File: src/rtl/pipe_stage_skid_pkg.sv
// Shared pipeline-stage types and default bundle widths.
// Imported by the skid stage, its interface and its counters.
package pipe_pkg;

    typedef enum logic [1:0] {
        EMPTY = 2'd0,
        HALF  = 2'd1,
        FULL  = 2'd2
    } state_t;

    localparam int DATA_W_DEF = 32*5+15;
    localparam int CTRL_W_DEF = 16;
    localparam int CNT_W_DEF  = 16;

endpackage

File: src/rtl/pipe_stage_skid_if.sv
// Upstream/downstream handshake plus hazard controls of one stage.
// master = the surrounding pipeline, slave = the stage itself.
interface pipe_stage_skid_if
    import pipe_pkg::*;
#(
    parameter int DATA_W = DATA_W_DEF,
    parameter int CTRL_W = CTRL_W_DEF
);

    logic              in_valid;
    logic              in_ready;
    logic [DATA_W-1:0] in_data;
    logic [CTRL_W-1:0] in_ctrl;
    logic              out_valid;
    logic              out_ready;
    logic [DATA_W-1:0] out_data;
    logic [CTRL_W-1:0] out_ctrl;
    logic              stall;
    logic              flush;

    modport master (
        output in_valid, in_data, in_ctrl,
        output out_ready, stall, flush,
        input  in_ready, out_valid,
        input  out_data, out_ctrl
    );

    modport slave (
        input  in_valid, in_data, in_ctrl,
        input  out_ready, stall, flush,
        output in_ready, out_valid,
        output out_data, out_ctrl
    );

endinterface

File: src/rtl/pipe_stage_skid_sat_counter.sv
// Saturating up-counter used for stage performance statistics.
module sat_counter
    import pipe_pkg::*;
#(
    parameter int CNT_W = CNT_W_DEF
) (
    input  logic             clk,
    input  logic             rst,
    input  logic             inc,
    output logic [CNT_W-1:0] count
);

    always_ff @(posedge clk or posedge rst) begin
        if (rst) begin
            count <= '0;
        end else if (inc && (count != {CNT_W{1'b1}})) begin
            count <= count + 1'b1;
        end
    end

endmodule

File: src/rtl/pipe_stage_skid.sv
// Generic pipeline register with one skid entry, registered in_ready,
// stall/flush hazard hooks and back-pressure/bubble counters.
module pipe_stage_skid
    import pipe_pkg::*;
#(
    parameter int                DATA_W   = DATA_W_DEF,
    parameter int                CTRL_W   = CTRL_W_DEF,
    parameter logic [CTRL_W-1:0] NOP_CTRL = {CTRL_W{1'b0}},
    parameter int                CNT_W    = CNT_W_DEF
) (
    input  logic             clk,
    input  logic             rst,
    pipe_stage_skid_if.slave bus,
    output logic [CNT_W-1:0] stall_cnt,
    output logic [CNT_W-1:0] bubble_cnt
);

    state_t            state_q, state_n;
    logic [DATA_W-1:0] head_d_q, head_d_n;
    logic [CTRL_W-1:0] head_c_q, head_c_n;
    logic [DATA_W-1:0] skid_d_q, skid_d_n;
    logic [CTRL_W-1:0] skid_c_q, skid_c_n;
    logic              in_ready_q;
    logic              out_valid;
    logic              in_xfer;
    logic              out_xfer;
    logic              stall_inc;
    logic              bubble_inc;

    assign out_valid = (state_q != EMPTY) && !bus.stall;
    assign in_xfer   = bus.in_valid && in_ready_q
                    && !bus.stall && !bus.flush;
    assign out_xfer  = out_valid && bus.out_ready && !bus.flush;

    assign bus.in_ready  = in_ready_q;
    assign bus.out_valid = out_valid;
    assign bus.out_data  = out_valid ? head_d_q : '0;
    assign bus.out_ctrl  = out_valid ? head_c_q : NOP_CTRL;

    always_comb begin
        state_n  = state_q;
        head_d_n = head_d_q;
        head_c_n = head_c_q;
        skid_d_n = skid_d_q;
        skid_c_n = skid_c_q;
        if (bus.flush) begin
            state_n  = EMPTY;
            head_d_n = '0;
            head_c_n = NOP_CTRL;
            skid_d_n = '0;
            skid_c_n = NOP_CTRL;
        end else begin
            unique case (state_q)
                EMPTY: begin
                    if (in_xfer) begin
                        state_n  = HALF;
                        head_d_n = bus.in_data;
                        head_c_n = bus.in_ctrl;
                    end
                end
                HALF: begin
                    if (in_xfer && out_xfer) begin
                        head_d_n = bus.in_data;
                        head_c_n = bus.in_ctrl;
                    end else if (in_xfer) begin
                        state_n  = FULL;
                        skid_d_n = bus.in_data;
                        skid_c_n = bus.in_ctrl;
                    end else if (out_xfer) begin
                        state_n = EMPTY;
                    end
                end
                FULL: begin
                    // in_ready is low here, so only a drain can happen
                    if (out_xfer) begin
                        state_n  = HALF;
                        head_d_n = skid_d_q;
                        head_c_n = skid_c_q;
                        skid_d_n = '0;
                        skid_c_n = NOP_CTRL;
                    end
                end
                default: begin
                    state_n = EMPTY;
                end
            endcase
        end
    end

    always_ff @(posedge clk or posedge rst) begin
        if (rst) begin
            state_q    <= EMPTY;
            head_d_q   <= '0;
            head_c_q   <= NOP_CTRL;
            skid_d_q   <= '0;
            skid_c_q   <= NOP_CTRL;
            in_ready_q <= 1'b1;
        end else begin
            state_q    <= state_n;
            head_d_q   <= head_d_n;
            head_c_q   <= head_c_n;
            skid_d_q   <= skid_d_n;
            skid_c_q   <= skid_c_n;
            in_ready_q <= (state_n != FULL);
        end
    end

    assign stall_inc  = (state_q != EMPTY)
                     && (bus.stall || !bus.out_ready)
                     && !bus.flush;
    assign bubble_inc = (state_q == EMPTY)
                     && bus.out_ready && !bus.stall;

    sat_counter #(.CNT_W(CNT_W)) u_stall_cnt (
        .clk   (clk),
        .rst   (rst),
        .inc   (stall_inc),
        .count (stall_cnt)
    );

    sat_counter #(.CNT_W(CNT_W)) u_bubble_cnt (
        .clk   (clk),
        .rst   (rst),
        .inc   (bubble_inc),
        .count (bubble_cnt)
    );

endmodule

File: src/flat_wrapper.sv
// flat-port wrapper written by rule: the top's interface ports become plain ports
module pipe_stage_skid_flat import pipe_pkg::*;
#(
    parameter int                DATA_W   = DATA_W_DEF,
    parameter int                CTRL_W   = CTRL_W_DEF,
    parameter logic [CTRL_W-1:0] NOP_CTRL = {CTRL_W{1'b0}},
    parameter int                CNT_W    = CNT_W_DEF
)
  (clk, rst, stall_cnt, bubble_cnt, bus_in_valid, bus_in_data, bus_in_ctrl, bus_out_ready, bus_stall, bus_flush, bus_in_ready, bus_out_valid, bus_out_data, bus_out_ctrl);
  pipe_stage_skid_if #(.DATA_W(DATA_W), .CTRL_W(CTRL_W)) bus_i ();
  input  logic clk;
  input  logic rst;
  output logic [CNT_W-1:0] stall_cnt;
  output logic [CNT_W-1:0] bubble_cnt;
  input wire logic [$bits(bus_i.in_valid)-1:0] bus_in_valid;
  input wire logic [$bits(bus_i.in_data)-1:0] bus_in_data;
  input wire logic [$bits(bus_i.in_ctrl)-1:0] bus_in_ctrl;
  input wire logic [$bits(bus_i.out_ready)-1:0] bus_out_ready;
  input wire logic [$bits(bus_i.stall)-1:0] bus_stall;
  input wire logic [$bits(bus_i.flush)-1:0] bus_flush;
  output wire logic [$bits(bus_i.in_ready)-1:0] bus_in_ready;
  output wire logic [$bits(bus_i.out_valid)-1:0] bus_out_valid;
  output wire logic [$bits(bus_i.out_data)-1:0] bus_out_data;
  output wire logic [$bits(bus_i.out_ctrl)-1:0] bus_out_ctrl;
  assign bus_i.in_valid = bus_in_valid;
  assign bus_i.in_data = bus_in_data;
  assign bus_i.in_ctrl = bus_in_ctrl;
  assign bus_i.out_ready = bus_out_ready;
  assign bus_i.stall = bus_stall;
  assign bus_i.flush = bus_flush;
  assign bus_in_ready = bus_i.in_ready;
  assign bus_out_valid = bus_i.out_valid;
  assign bus_out_data = bus_i.out_data;
  assign bus_out_ctrl = bus_i.out_ctrl;
  pipe_stage_skid #(.DATA_W(DATA_W), .CTRL_W(CTRL_W), .NOP_CTRL(NOP_CTRL), .CNT_W(CNT_W)) u_core (.clk(clk), .rst(rst), .bus(bus_i), .stall_cnt(stall_cnt), .bubble_cnt(bubble_cnt));
endmodule
File: config.mk
export PLATFORM = sky130hd
export DESIGN_NAME = pipe_stage_skid_flat
export DESIGN_NICKNAME = d
export VERILOG_FILES = /design/src/rtl/pipe_stage_skid_pkg.sv /design/src/rtl/pipe_stage_skid_if.sv /design/src/rtl/pipe_stage_skid_sat_counter.sv /design/src/rtl/pipe_stage_skid.sv /design/src/flat_wrapper.sv
export SDC_FILE = /design/constraint.sdc
export NUM_CORES = 1
export LEC_CHECK = 0
export CAP_MARGIN = 10
export CORE_UTILIZATION = 35
export CTS_CLUSTER_SIZE = 12
export DETAILED_ROUTE_END_ITERATION = 12
export GPL_TIMING_DRIVEN = 1
export HOLD_SLACK_MARGIN = 0.15
export PLACE_DENSITY = 0.65
export SETUP_SLACK_MARGIN = 0.15
export SKIP_LAST_GASP = 1
export SYNTH_ARGS = -nofsm -noshare
export SYNTH_HDL_FRONTEND = slang
export SYNTH_HIERARCHICAL = 1
export SYNTH_SLANG_ARGS = --single-unit
File: constraint.sdc
create_clock -name clk -period 13.1 [get_ports clk]
set_input_delay 2.62 -clock clk [delete_from_list [all_inputs] [get_ports clk]]
set_output_delay 2.62 -clock clk [all_outputs]
set_load 0.02 [all_outputs]
=== After elaboration in Yosys (flattened, before gate mapping) ===
Index checks and enable logic that the tools add are counted.

* Register bits after elaboration: 417
* Latch bits: 0
* RAM bits: 0
* Memory bits (read-only): 0
* Bits of input ports: 197
* Word-level logic and storage cells: 70
* Memories: 0

* Add/sub/neg operators: 2
* Multiply operators: 0
* Div/mod/pow operators: 0
* Order comparisons: 0
* Equality and inequality tests: 10
* Shifts and indexed selects: 0
* Mux-type cells: 27
* Bitwise operators: 0
* Reductions and logical operators: 23

{| class="wikitable"
|+ Operators with widths
! kind !! number
|-
| two-way mux 175 bit || 8
|-
| case mux 175 bit (3 select lines) || 1
|-
| case mux 175 bit (2 select lines) || 1
|-
| two-way mux 16 bit || 8
|-
| case mux 16 bit (3 select lines) || 1
|-
| adder 16 x 1 -> 16 bit (second input constant) || 2
|-
| inequality test 16 bit (second input constant) || 2
|-
| case mux 16 bit (2 select lines) || 1
|-
| logical AND 1 bit || 13
|-
| two-way mux 2 bit || 6
|-
| inequality test 3 x 2 -> 1 bit (second input constant) || 4
|-
| AND reduction 4 bit || 2
|-
| case mux 2 bit (3 select lines) || 1
|-
| nonzero test 4 bit || 1
|-
| logical NOT 1 bit || 3
|-
| inequality test 3 bit (second input constant) || 1
|-
| nonzero test 3 bit || 1
|-
| equality test 2 x 1 -> 1 bit (second input constant) || 1
|-
| equality test 2 bit (second input constant) || 1
|-
| logical NOT 2 bit || 1
|-
| inequality test 2 bit (second input constant) || 1
|-
| nonzero test 2 bit || 1
|-
| logical OR 1 bit || 1
|}

=== Depth between registers and ports, before layout ===
Gate-level depths: netlist (run 1).

* Depth after elaboration: 10
* Gate-level depth with buffers: 10
* Gate-level depth less buffers: 7

=== Cells and area by module ===
Netlist (run 1), hierarchy kept.

{| class="wikitable"
|+ By module, submodules not included
! module !! times used !! cells each !! area an instance (um^2) !! seq. area each (um^2)
|-
| pipe_stage_skid || 1 || 1787 || 20156.8 || 9635.5
|-
| sat_counter || 2 || 71 || 805.8 || 400.4
|}

=== Least setup slack after synthesis (run 1) ===
No wires, ideal clock.

* Path kind: input to output
* Start point: in bus_stall
* End point: out bus_out_data[0]
* Arrival: 3.841 ns
* Data required time: 10.480 ns
* Setup slack: 6.639 ns
* Stages on the path: 6
* Cell sequence: clkbuf_1 clkbuf_1 nor2_1 clkbuf_1 clkbuf_1 and2_1

* Cells in the longest elaborated chain, start to end: 3

{| class="wikitable"
|+ RTL lines
! what !! RTL line !! text
|-
| from (decl) || flat_wrapper.sv:19 || <nowiki>input wire logic [$bits(bus_i.stall)-1:0] bus_stall;</nowiki>
|-
| logical NOT 1 bit || pipe_stage_skid.sv:30 || <nowiki>assign out_valid = (state_q != EMPTY) && !bus.stall;</nowiki>
|-
| logical AND 1 bit || pipe_stage_skid.sv:30 ||
|-
| two-way mux 175 bit || pipe_stage_skid.sv:37 || <nowiki>assign bus.out_data = out_valid ? head_d_q : '0;</nowiki>
|-
| to (decl) || flat_wrapper.sv:23 || <nowiki>output wire logic [$bits(bus_i.out_data)-1:0] bus_out_data;</nowiki>
|}

No other way between the ends.

=== Worst setup path after layout (run 1) ===
* Start point: in bus_stall
* End point: out bus_out_data[154]

The elaborated chain is that of the path after synthesis.

==> flow_summary.ini, run 1 <==
[yosys]
avgSynthCellArea_um2 = 11.3
yosysWarnings = 6
netlist.area_leader.share = 0.478
async_flop_share = 1.00
syn_nets = 2132
synth_cell_types = 49
synth.cell_area_mm2 = 0.0218
synth-edff-count = 0
synth_seq_cells = 417
yosys.area.top_type = dfrtp_1
synth_most_common_cell = dfrtp_1
synth_flop_cell = dfrtp_1
yosysSeqAreaShare = 0.479
synth_common_cells = 416 x dfrtp_1, 196 x a21oi_1, 196 x and2_1
netlist_instances = 1929
synth_area_leaders = dfrtp_1 48%, mux2i_1 8.9%, or4b_1 7.9%

[critical_path]
r2r_start = u_core/state_q[0]
r2r_end = u_core/skid_d_q[55]
r2r_slack_ns = 8.49
worstPathArrival_ns = 5.63
slowest_delay_ns = 0.72
worstPathRequired_ns = 10.48
critPathCaptureType = output pin
path_delay_family = buffers and inverters
crit_fanout = 144
critPathBufInv = 4
critical_path_class = input pin to output pin
cp_slowest_cell = buf_4
worstPathCellList = buf_8 -> nor2_4 -> buf_4 -> buf_4 -> and2_1 -> clkdlybuf4s50_1
start_kind = input pin
reg2regPathDepth = 8
worst_path_most_repeated_cell = buf_4

[cells_and_area]
final_area_mm2 = 0.0279
area_growth_pct = 28.0
instances_no_fill = 3091
drive_above_1_share = 0.107
fillCellCount = 5590
nets = 2414

[cts]
clock_sinks = 417
cts_tree = yes
root_buffer = clkbuf_16
cts_hold_buf = 0
clkLatencyLatePin_ns = 0.58
cts_setup_buffers = 0
ctsResizeCount = 0
numCtsBuffers = 49
cts-htree-levels = 2
clock_path_buffers = 3
clkSlewWorstSetupHoldPaths_ns = 0.06

[floorplanning]
die_w_um = 251
core_area_mm2 = 0.0616
initial_core_util = 0.353
io_pins = 422
die_area_mm2 = 0.0632
row_count = 91
die_h_um = 251

[power]
vdd_drop_max_mv = 0.0823
p_leak_nw = 10.6
power_density_mw_per_mm2 = 113

[timing]
fin_skew_ns = 0.0114
setup-tns-final_ns = 0
grt_setup_unrepaired = false
report.final.slew_viol_count = 0
setup_viol = 0
fin_crit_ns = 8.25
tightestPinTransition_ns = 1.19
fmax_ghz = 0.121
finalCritPeriodShare = 0.630
hold_viol_final = 0
relSlewSlack = 0.204

[route]
detail-route-antenna-nets = 0
wl_mm = 62.0
vias_per_cell = 5.44
avgRoutedWirePerCell_um = 20.1
drtIter0Drc = 1075
vias = 16813
dr.pass1.iters = 5
drc = 0

[min_path]
min_path_type = flop to flop
holdPathStages = 1
hold_start = u_core/head_d_q[66]
min_to = u_core/head_d_q[66]

[global_routing]
antenna_found_initial = 11
grt_pass1_wl_mm = 99.1
gr-total-overflow = 0
grt_max_degree = 177
grt_pass1_vias = 16905
track_usage = 0.194

[place]
place_inst = 2997
dpl_cell_area_mm2 = 0.0263
gp_congestion = 0.818
port_buffers = 421
dp_hpwl_mm = 37.5

[run_status]
status = finished, final reports clean

[flow_run]
drv_cap = 0
==> how the worst max path moves through the flow <==
| stage | startpoint | endpoint | depth (start not counted) |
|---|---|---|---|
| floorplan | rst | u_core/head_c_q[0] | 1 |
| global placement | bus_stall | bus_out_data[174] | 6 |
| detailed placement | bus_stall | bus_out_data[154] | 6 |
| CTS | bus_stall | bus_out_data[154] | 6 |
| global route | bus_stall | bus_out_data[154] | 6 |
| finish | bus_stall | bus_out_data[154] | 6 |
==> worst reg2reg max path: cells and delay by family, from the launching register on <==
| kind | cells | cell delay [ns] |
|---|---|---|
| flip-flops | 1 | 0.42 |
| adder cells (fa/ha/maj) | 1 | 0.82 |
| AND/OR/NAND/NOR | 2 | 0.77 |
| AO/OA/AOI/OAI | 2 | 0.60 |
| buffers and inverters | 3 | 1.83 |
==> stage by stage <==
stage	hold slack [ns]	utilization	setup WS (ns)	total power, mW
CTS	0.483	0.452	4.84	3.21
floorplan	0.448	-	5.30	1.66
global route	0.490	0.452	4.64	3.30
finish	0.478	0.452	4.85	3.16
global placement	0.466	0.426	4.97	1.83
detailed placement	0.466	0.426	4.85	1.84
==> area by class of cell <==
type | instances | area (µm²) | share of cell area
Timing Repair Buffer | 445 | 4450 | 0.160
Tap cell | 837 | 1050 | 0.0376
Clock buffer | 71 | 1440 | 0.0517
Antenna cell | 5 | 12.5 | 0.000449
Sequential cell | 417 | 10400 | 0.374
Clock inverter | 18 | 151 | 0.00543
Multi-Input combinational cell | 1291 | 10300 | 0.370
Inverter | 7 | 30.0 | 0.00108
==> logic make-up after synthesis <==
family,share of synthesized area
flops,0.479
simple gates,0.172
mux,0.0908
compound gates,0.196
buf+inv,0.0494
xor+xnor,0.00885
fa+ha+maj,0.00391
==> sequential cells by signal, indices dropped and copies added (netlist names) <==
name / cells
u_core/skid_c_q: 16
u_core/u_stall_cnt/count: 16
u_core/head_c_q: 16
u_core/state_q: 2
u_core/u_bubble_cnt/count: 16
u_core/bus.in_ready: 1
u_core/head_d_q: 175
u_core/skid_d_q: 175
==> power breakdown <==
part,internal (mW),switching (mW)
Combinational,0.170,0.228
Sequential,1.35,0.0588
Clock,0.801,0.546
==> metal layers <==
layer | vias to the layer above | track usage | wire (µm)
li1 | 7788 | - | -
met1 | 8418 | 0.271 | 28000
met2 | 497 | 0.299 | 28500
met3 | 94 | 0.0473 | 4060
met4 | 16 | 0.0519 | 1280
met5 | - | 0 | 118
==> placed cells by master, fill, tap and decap left out, types with 12 or more instances in the layout <==
| cell | n |
|---|---|
| a21oi_1 | 196 |
| and2_1 | 196 |
| buf_4 | 20 |
| clkbuf_16 | 51 |
| clkdlybuf4s50_1 | 419 |
| clkinv_2 | 12 |
| dfrtp_1 | 416 |
| mux2i_1 | 193 |
| nand2_1 | 14 |
| nand3_1 | 14 |
| o21ai_0 | 192 |
| o2bb2ai_1 | 102 |
| o2bb2ai_2 | 90 |
| or4b_1 | 171 |
| or4b_2 | 21 |
| xnor2_1 | 22 |
No activity file was read; power rests on OpenSTA's default activity.
==> run 2: changes to the inputs <==
- clock period: 13.1 -> 6.9 ns (I/O delays scaled with it)
==> flow_summary.ini, run 2 (synthesized netlist as in run 1, its figures left out) <==
[run_status]
status = finished, final reports clean

[critical_path]
crit_end = bus_out_data[83]
r2r_slack_ns = 3.17
r2r_end = u_core/skid_d_q[28]
r2r_start = u_core/state_q[0]
worstPathRequired_ns = 5.52
critical_path_class = flop to output pin
critical_path.startpoint = u_core/state_q[1]
crit_cells = 6
cp_slowest_cell = nor2_4
critPathBufInv = 3
start_kind = flop
crit_fanout = 93
critPathCaptureType = output pin
worstPathCellList = inv_1 -> ha_1 -> nor2_4 -> buf_4 -> and2_1 -> clkdlybuf4s50_1
slowest_delay_ns = 0.73
reg2regPathDepth = 7
worstPathArrival_ns = 3.81
path_delay_family = buffers and inverters

[timing]
report.final.slew_viol_count = 0
worst_hold_slack_ns = 0.477
grt_setup_unrepaired = false
finalCritPeriodShare = 0.752
relSlewSlack = 0.191
fin_skew_ns = 0.0183
setup_viol = 0
fin_crit_ns = 5.19
hold_viol_final = 0
setup-tns-final_ns = 0
tightestPinTransition_ns = 1.21
fmax_ghz = 0.193

[floorplanning]
initial_core_util = 0.353
die_w_um = 251
core_area_mm2 = 0.0616
io_pins = 422
die_area_mm2 = 0.0632
die_h_um = 251
row_count = 91

[cells_and_area]
final_common_cell = clkdlybuf4s50_1
reg_top3 = u_core/head_d_q: 175 flops, u_core/skid_d_q: 175 flops
final_cell_mix = 419 x clkdlybuf4s50_1, 416 x dfrtp_1, 196 x a21oi_1, 196 x and2_1, 193 x mux2i_1
drive_above_1_share = 0.106
fillCellCount = 5583
area_growth_pct = 28.2
nets = 2411

[cts]
ctsResizeCount = 0
clkSlewWorstSetupHoldPaths_ns = 0.06
cts_hold_buf = 0
clock_sinks = 417
clkLatencyLatePin_ns = 0.58
cts-htree-levels = 2
clock_path_buffers = 3
cts_tree = yes
numCtsBuffers = 49
root_buffer = clkbuf_16
cts_setup_buffers = 0

[place]
gp_congestion = 0.812
port_buffers = 421
dp_hpwl_mm = 37.6

[min_path]
min_path_type = flop to flop
holdPathStages = 1

[flow_run]
drv_cap = 0

[global_routing]
grt_pass1_wl_mm = 98.1
grt_max_degree = 168
gr-total-overflow = 0
track_usage = 0.194
antenna_found_initial = 13
grt_pass1_vias = 16606

[route]
detail-route-antenna-nets = 0
dr.pass1.iters = 5
avgRoutedWirePerCell_um = 20.2
vias = 16803
drtIter0Drc = 1057
vias_per_cell = 5.44
wl_mm = 62.3
drc = 0

[power]
vdd_drop_max_mv = 0.158
p_leak_nw = 10.7
power_density_mw_per_mm2 = 218
run 2: cell count changes in the layout (fill, tap and decap cells not counted), sizes merged:
cell / change
clkinvlp: -1
inv: +1
diode: -1
buf: -3
bufinv: +2
clkinv: -3
run 2: power by group:
group	internal, mW	switching (mW)
Clock	1.61	1.04
Sequential	2.57	0.114
Combinational	0.323	0.433
run 2: per-layer routing:
| metal | vias up | wire length (µm) | GRT usage |
|---|---|---|---|
| met2 | 485 | 28500 | 0.295 |
| met1 | 8434 | 28000 | 0.269 |
| met3 | 105 | 4070 | 0.0483 |
| met5 | - | 125 | 0 |
| li1 | 7761 | - | - |
| met4 | 18 | 1600 | 0.0617 |
run 2: worst min-delay path by stage:
stage	startpoint	to	slack, ns
after global placement	u_core/head_d_q[152]	u_core/head_d_q[152]	0.46
after global routing	u_core/head_d_q[68]	u_core/head_d_q[68]	0.49
final	u_core/head_d_q[158]	u_core/head_d_q[158]	0.48
after CTS	u_core/head_d_q[129]	u_core/head_d_q[129]	0.48
after detailed placement	u_core/head_d_q[154]	u_core/head_d_q[154]	0.47
after floorplan	u_core/head_c_q[15]	u_core/head_c_q[15]	0.45
run 2: cell type report:
class / count / area [µm²] / share of cell area
diodes: 4 / 10.0 / 0.000359
clock buffers: 71 / 1450 / 0.0520
clock inverters: 17 / 198 / 0.00708
inverters: 7 / 30.0 / 0.00108
multi-input cells: 1291 / 10300 / 0.369
flip-flops and latches: 417 / 10400 / 0.374
well taps: 837 / 1050 / 0.0375
repair buffers: 442 / 4440 / 0.159
run 2: stage by stage:
step	cell area [µm²]	power, mW	setup slack [ns]	instances	utilization
floorplan	21800	3.15	0.345	1929	-
global route	27900	6.35	1.41	3084	0.453
global placement	26300	3.47	1.75	2994	0.426
CTS	27900	6.18	1.64	3082	0.453
finish	27900	6.09	1.71	3086	0.453
detailed placement	26300	3.49	1.70	2994	0.426
